File: config.mk
export PLATFORM = sky130hd
export DESIGN_NAME = mem_crc_responder_flat
export DESIGN_NICKNAME = d
export VERILOG_FILES = /design/src/rtl/mem_crc_responder_if.sv /design/src/rtl/mem_crc_responder.sv /design/src/flat_wrapper.sv
export SDC_FILE = /design/constraint.sdc
export NUM_CORES = 1
export LEC_CHECK = 0
export ABC_CLOCK_PERIOD_IN_PS = 1960
export BUFFER_PORTS_ARGS = -buffer_cell sky130_fd_sc_hd__clkbuf_2
export CORE_MARGIN = 3
export CORE_UTILIZATION = 56
export DETAILED_ROUTE_END_ITERATION = 10
export PLACE_DENSITY = 0.83
export SETUP_SLACK_MARGIN = 0.15
export SLEW_MARGIN = 15
export SYNTH_ARGS = -nofsm -noshare
export SYNTH_HDL_FRONTEND = slang
export SYNTH_SLANG_ARGS = --single-unit
export TNS_END_PERCENT = 5
File: constraint.sdc
create_clock -name clk -period 1.96 [get_ports clk]
set_input_delay 0.196 -clock clk [delete_from_list [all_inputs] [get_ports clk]]
set_output_delay 0.196 -clock clk [all_outputs]
set_load 0.005 [all_outputs]
File: src/rtl/mem_crc_responder_if.sv
// Request/response bundle for mem_crc_responder: request strobe and payload in,
// one-hot state, status and read data out.
interface mem_crc_responder_if #(
    parameter int unsigned ADDR_W = 4,
    parameter int unsigned DATA_W = 8
);
    logic              e;
    logic              rw;
    logic [ADDR_W-1:0] addr;
    logic [DATA_W-1:0] wdata;
    logic              inject_err;
    logic [5:0]        state;
    logic              busy;
    logic              done;
    logic [DATA_W-1:0] rdata;
    logic              crc_err;

    modport master (
        output e, rw, addr, wdata, inject_err,
        input  state, busy, done, rdata, crc_err
    );

    modport slave (
        input  e, rw, addr, wdata, inject_err,
        output state, busy, done, rdata, crc_err
    );
endinterface

File: src/rtl/mem_crc_responder.sv
// Small memory whose entries carry a bit-serial CRC-4 (x^4+x+1); writes compute and
// store the CRC, reads recompute it and flag a mismatch against the stored value.
module mem_crc_responder #(
    parameter int unsigned ADDR_W = 4,
    parameter int unsigned DATA_W = 8
) (
    input  logic               clk,
    input  logic               reset,
    mem_crc_responder_if.slave bus
);
    localparam int unsigned DEPTH   = 2 ** ADDR_W;
    localparam int unsigned CRC_W   = 4;
    localparam int unsigned ENTRY_W = DATA_W + CRC_W;
    localparam int unsigned CNT_W   = (DATA_W > 1) ? $clog2(DATA_W) : 1;

    typedef enum logic [5:0] {
        S_IDLE  = 6'b000001,
        S_CALC  = 6'b000010,
        S_STORE = 6'b000100,
        S_FETCH = 6'b001000,
        S_CHECK = 6'b010000,
        S_DONE  = 6'b100000
    } state_t;

    state_t             st;
    logic [ENTRY_W-1:0] mem [DEPTH];
    logic [ADDR_W-1:0]  addr_q;
    logic [DATA_W-1:0]  data_q;
    logic [DATA_W-1:0]  sh_q;
    logic               inj_q;
    logic [CRC_W-1:0]   crc_q;
    logic [CRC_W-1:0]   stored_crc_q;
    logic [CNT_W-1:0]   cnt_q;
    logic [CRC_W-1:0]   crc_nx_c;
    logic               last_bit_c;

    // One CRC-4 step, MSB-first, non-reflected, polynomial 0x3.
    function automatic logic [CRC_W-1:0] crc4_step(input logic [CRC_W-1:0] c, input logic b);
        logic fb;
        fb = c[CRC_W-1] ^ b;
        return {c[CRC_W-2:0], 1'b0} ^ (fb ? 4'b0011 : 4'b0000);
    endfunction

    assign crc_nx_c   = crc4_step(crc_q, sh_q[DATA_W-1]);
    assign last_bit_c = (cnt_q == CNT_W'(DATA_W - 1));

    // The visible state/busy/done lag the internal state by one register stage;
    // IDLE also requires busy low so a request overlapping the done pulse is dropped.
    always_ff @(posedge clk) begin
        if (reset) begin
            st           <= S_IDLE;
            addr_q       <= '0;
            data_q       <= '0;
            sh_q         <= '0;
            inj_q        <= 1'b0;
            crc_q        <= '0;
            stored_crc_q <= '0;
            cnt_q        <= '0;
            bus.state    <= 6'b000001;
            bus.busy     <= 1'b0;
            bus.done     <= 1'b0;
            bus.rdata    <= '0;
            bus.crc_err  <= 1'b0;
            for (int i = 0; i < int'(DEPTH); i++) begin
                mem[i] <= '0;
            end
        end else begin
            bus.state <= st;
            bus.busy  <= 1'b1;
            bus.done  <= 1'b0;
            case (st)
                S_IDLE: begin
                    bus.busy <= 1'b0;
                    if (bus.e && !bus.busy) begin
                        addr_q <= bus.addr;
                        if (bus.rw) begin
                            st <= S_FETCH;
                        end else begin
                            data_q <= bus.wdata;
                            sh_q   <= bus.wdata;
                            inj_q  <= bus.inject_err;
                            crc_q  <= '0;
                            cnt_q  <= '0;
                            st     <= S_CALC;
                        end
                    end
                end
                S_CALC: begin
                    crc_q <= crc_nx_c;
                    sh_q  <= sh_q << 1;
                    cnt_q <= cnt_q + CNT_W'(1);
                    if (last_bit_c) begin
                        st <= S_STORE;
                    end
                end
                S_STORE: begin
                    mem[addr_q] <= {data_q, crc_q ^ {3'b000, inj_q}};
                    bus.crc_err <= 1'b0;
                    st          <= S_DONE;
                end
                S_FETCH: begin
                    {data_q, stored_crc_q} <= mem[addr_q];
                    sh_q  <= mem[addr_q][ENTRY_W-1:CRC_W];
                    crc_q <= '0;
                    cnt_q <= '0;
                    st    <= S_CHECK;
                end
                S_CHECK: begin
                    crc_q <= crc_nx_c;
                    sh_q  <= sh_q << 1;
                    cnt_q <= cnt_q + CNT_W'(1);
                    if (last_bit_c) begin
                        bus.rdata   <= data_q;
                        bus.crc_err <= (crc_nx_c != stored_crc_q);
                        st          <= S_DONE;
                    end
                end
                S_DONE: begin
                    bus.done <= 1'b1;
                    st       <= S_IDLE;
                end
                default: begin
                    // Corrupted encoding: never expose it, fall back to IDLE.
                    bus.state <= 6'b000001;
                    bus.busy  <= 1'b0;
                    st        <= S_IDLE;
                end
            endcase
        end
    end
endmodule

File: src/flat_wrapper.sv
// flat-port wrapper written by rule: the top's interface ports become plain ports
module mem_crc_responder_flat 
#(
    parameter int unsigned ADDR_W = 4,
    parameter int unsigned DATA_W = 8
)
  (clk, reset, bus_e, bus_rw, bus_addr, bus_wdata, bus_inject_err, bus_state, bus_busy, bus_done, bus_rdata, bus_crc_err);
  mem_crc_responder_if #(.ADDR_W(ADDR_W), .DATA_W(DATA_W)) bus_i ();
  input  logic clk;
  input  logic reset;
  input wire logic [$bits(bus_i.e)-1:0] bus_e;
  input wire logic [$bits(bus_i.rw)-1:0] bus_rw;
  input wire logic [$bits(bus_i.addr)-1:0] bus_addr;
  input wire logic [$bits(bus_i.wdata)-1:0] bus_wdata;
  input wire logic [$bits(bus_i.inject_err)-1:0] bus_inject_err;
  output wire logic [$bits(bus_i.state)-1:0] bus_state;
  output wire logic [$bits(bus_i.busy)-1:0] bus_busy;
  output wire logic [$bits(bus_i.done)-1:0] bus_done;
  output wire logic [$bits(bus_i.rdata)-1:0] bus_rdata;
  output wire logic [$bits(bus_i.crc_err)-1:0] bus_crc_err;
  assign bus_i.e = bus_e;
  assign bus_i.rw = bus_rw;
  assign bus_i.addr = bus_addr;
  assign bus_i.wdata = bus_wdata;
  assign bus_i.inject_err = bus_inject_err;
  assign bus_state = bus_i.state;
  assign bus_busy = bus_i.busy;
  assign bus_done = bus_i.done;
  assign bus_rdata = bus_i.rdata;
  assign bus_crc_err = bus_i.crc_err;
  mem_crc_responder #(.ADDR_W(ADDR_W), .DATA_W(DATA_W)) u_core (.clk(clk), .reset(reset), .bus(bus_i));
endmodule
==> out/results.ini <==
[synthesis]
synth_most_common_cell=edfxtp_1
ys_warn_count=0
synth.top_cell.area_share_pct=51.37
synth-edff-count=192
synth_top_area_cell=edfxtp_1
ys.flop_type=edfxtp_1
synth_common_cells=192 x edfxtp_1, 178 x and2_1, 78 x mux2i_1, 62 x nor2_1, 59 x dfxtp_1
synth_top_cells_by_area=edfxtp_1 51%, dfxtp_1 11%, and2_1 9.9%
async_flop_share_pct=0
synth_nets=893
synthesis.area_per_instance_um2=12.84
synth_area_mm2=0.01122
synth.distinct_cells=46
ys_seq_area_share_pct=61.90
ys_seq_elements=251
synthCells=874

[grt]
grt_remaining_overflow=0
grt_max_degree=35
grt_usage_pct=28.55
antenna_found_initial=0
grt_pass1_vias=8004
grt_pass1_wl_um=47380

[die]
die_w_um=147.6
die_h_um=147.6
fp-row-count=51
die_area_mm2=0.02178
io_pins=34
core-area_mm2=0.01959
initial_core_util_pct=57.29

[placed_design]
pre_cts_ws_ns=-0.1461
gp_congestion=0.9022
placement.cell_area_mm2=0.01232
dp_hpwl_um=19630
portBuffers=33

[critical_path]
critPathLaunchType=flop
cp.arrival_ns=2.46
crit_path_start=u_core.st[4]
r2r_start=u_core.st[4]
rrSetupSlack_ns=-0.18
worstReg2RegEnd=u_core.mem[11][0]
reg2regPathDepth=7
critPathKind=flop to flop
cp-end-kind=flop
endpoint=u_core.mem[11][0]
cp_max_fo=6
required_ns=2.29

[cells_and_area]
multi_input_area_mm2=0.004424
drive_gt1_share_pct=32.84
nets=1007
fin_area_mm2=0.01409
n_fill_cell=1140
ff_latch_area_mm2=0.006957
area_growth_pct=25.59

[clock_network]
h-tree-depth=1
clk_pin_slew_worst_paths_ns=0.07
clock_latency_ns=0.53
cts_sinks=251
root_buffer=clkbuf_16
cts_tree=done
clk_path_buf_depth=3
cts_buffers=26

[timing]
tightest_slew_ns=0.6332
maxSlewViolCount=0
setup_viol=115
rsz0062_at_grt=yes
max_slew_margin_pct=57.73
finalCritPeriodShare_pct=108.9
fin_crit_ns=2.135
hold_ws_ns=0.01420
clock_skew_ns=0.01257
max_freq_mhz=468.3
hold_viol_final=0
finalWorstSetupSlack_ns=-0.1753

[drt]
dr.pass1.iters=6
ant_nets=0
drt_iter0_markers=946
finalWirelength_um=31630
drc=0
vias=8013
via_per_inst=6.290
wire_per_inst_um=24.82

[power]
leakagePower_nw=5.348
power.density_mw_per_mm2=946.7
ir_worst_vdd_mv=0.8674
power_mw=13.34

[status]
violations=negative setup slack
status=finished with violations

[worst_hold_path]
hold_class=input pin to flop

[job]
drv_cap=0

-- cell type report --
class,instances,share of cell area (%)
multi-input cells,548,31.39
clock inverters,16,1.864
well taps,265,2.352
flip-flops and latches,251,49.36
clock buffers,32,5.211
repair buffers,159,9.756
inverters,2,0.05326
diodes,1,0.01775
-- worst max-delay path, cell delays in order (launching register included) --
cell and delay [ns]:
dfxtp_2 0.34, nor3_4 0.21, nand3_2 0.11, or4b_4 0.55, buf_12 0.17, buf_12 0.12
buf_4 0.13, nor3_1 0.29
-- metrics by stage --
stage	cells	util, %	TNS [ns]
global placement	1201	62.87	-0.5487
floorplan	874	-	-1.001
finish	1274	71.95	-9.840
global route	1273	71.94	-18.13
detailed placement	1201	62.87	-4.795
CTS	1270	71.18	-0.04995
-- sequential cells by signal, indices dropped and copies added (netlist names), named ones only --
register	cells
u_core.bus.crc_err	1
u_core.stored_crc_q	4
u_core.cnt_q	3
u_core.bus.state	6
u_core.inj_q	1
u_core.mem	192
u_core.bus.rdata	8
u_core.crc_q	4
u_core.bus.busy	1
u_core.st	6
u_core.sh_q	8
u_core.addr_q	4
u_core.data_q	8
u_core.bus.done	1
-- per-layer routing --
metal / track usage [%] / routed length [µm]
met1: 35.32 / 11070
met2: 48.06 / 15550
met3: 5.855 / 2979
met4: 14.26 / 2030
met5: 0 / 0
-- placed cells by master, fill, tap and decap left out, types with 27 or more instances in the layout --
| cell | synthesis | final |
|---|---|---|
| buf_4 | 6 | 94 |
| edfxtp_1 | 192 | 192 |
| clkbuf_16 | 0 | 27 |
| and2_1 | 178 | 172 |
| mux2i_1 | 78 | 56 |
| clkbuf_2 | 4 | 33 |
| nor2_1 | 62 | 48 |
| dfxtp_1 | 59 | 53 |
-- logic make-up (layout without fill, tap and decap cells) --
family | count (synthesis) | count (layout) | synth area share, %
DFF | 251 | 251 | 61.90
buffers and inverters | 79 | 209 | 3.133
adders and majority gates | 2 | 2 | 0.2229
other | 0 | 1 | 0
xor gates and xnor gates | 9 | 9 | 0.7024
muxes | 94 | 94 | 10.17
and+or+nand+nor | 339 | 343 | 17.15
AOI/OAI and AO/OA | 100 | 100 | 6.734
-- timing repair --
action                     4_1_cts  5_1_grt
hold endpoints to repair         6        0
gates resized for setup        102       33
setup endpoints to repair      264      419
setup buffers                   11        3
pin swaps                       28       15
gates cloned                     6        0
hold buffers                     4        0
-- power by group --
group,total [mW],internal (mW),switching (mW)
clock network,5.70,3.59,2.11
registers,6.08,5.91,0.167
logic,1.57,0.693,0.875
-- how the worst min path moves through the flow --
stage                    from          endpoint  slack, ns  cells after the start
4_1_cts           bus_addr[2]              flop      0.004                      3
2_1_floorplan  bus_inject_err      u_core.inj_q       0.34                      2
5_1_grt           bus_addr[2]              flop       0.04                      3
3_3_place_gp   bus_inject_err      u_core.inj_q       0.43                      3
3_5_place_dp   bus_inject_err      u_core.inj_q       0.44                      3
6_report          bus_addr[2]  u_core.addr_q[2]       0.01                      3
Power figures use the tool's default switching activity.
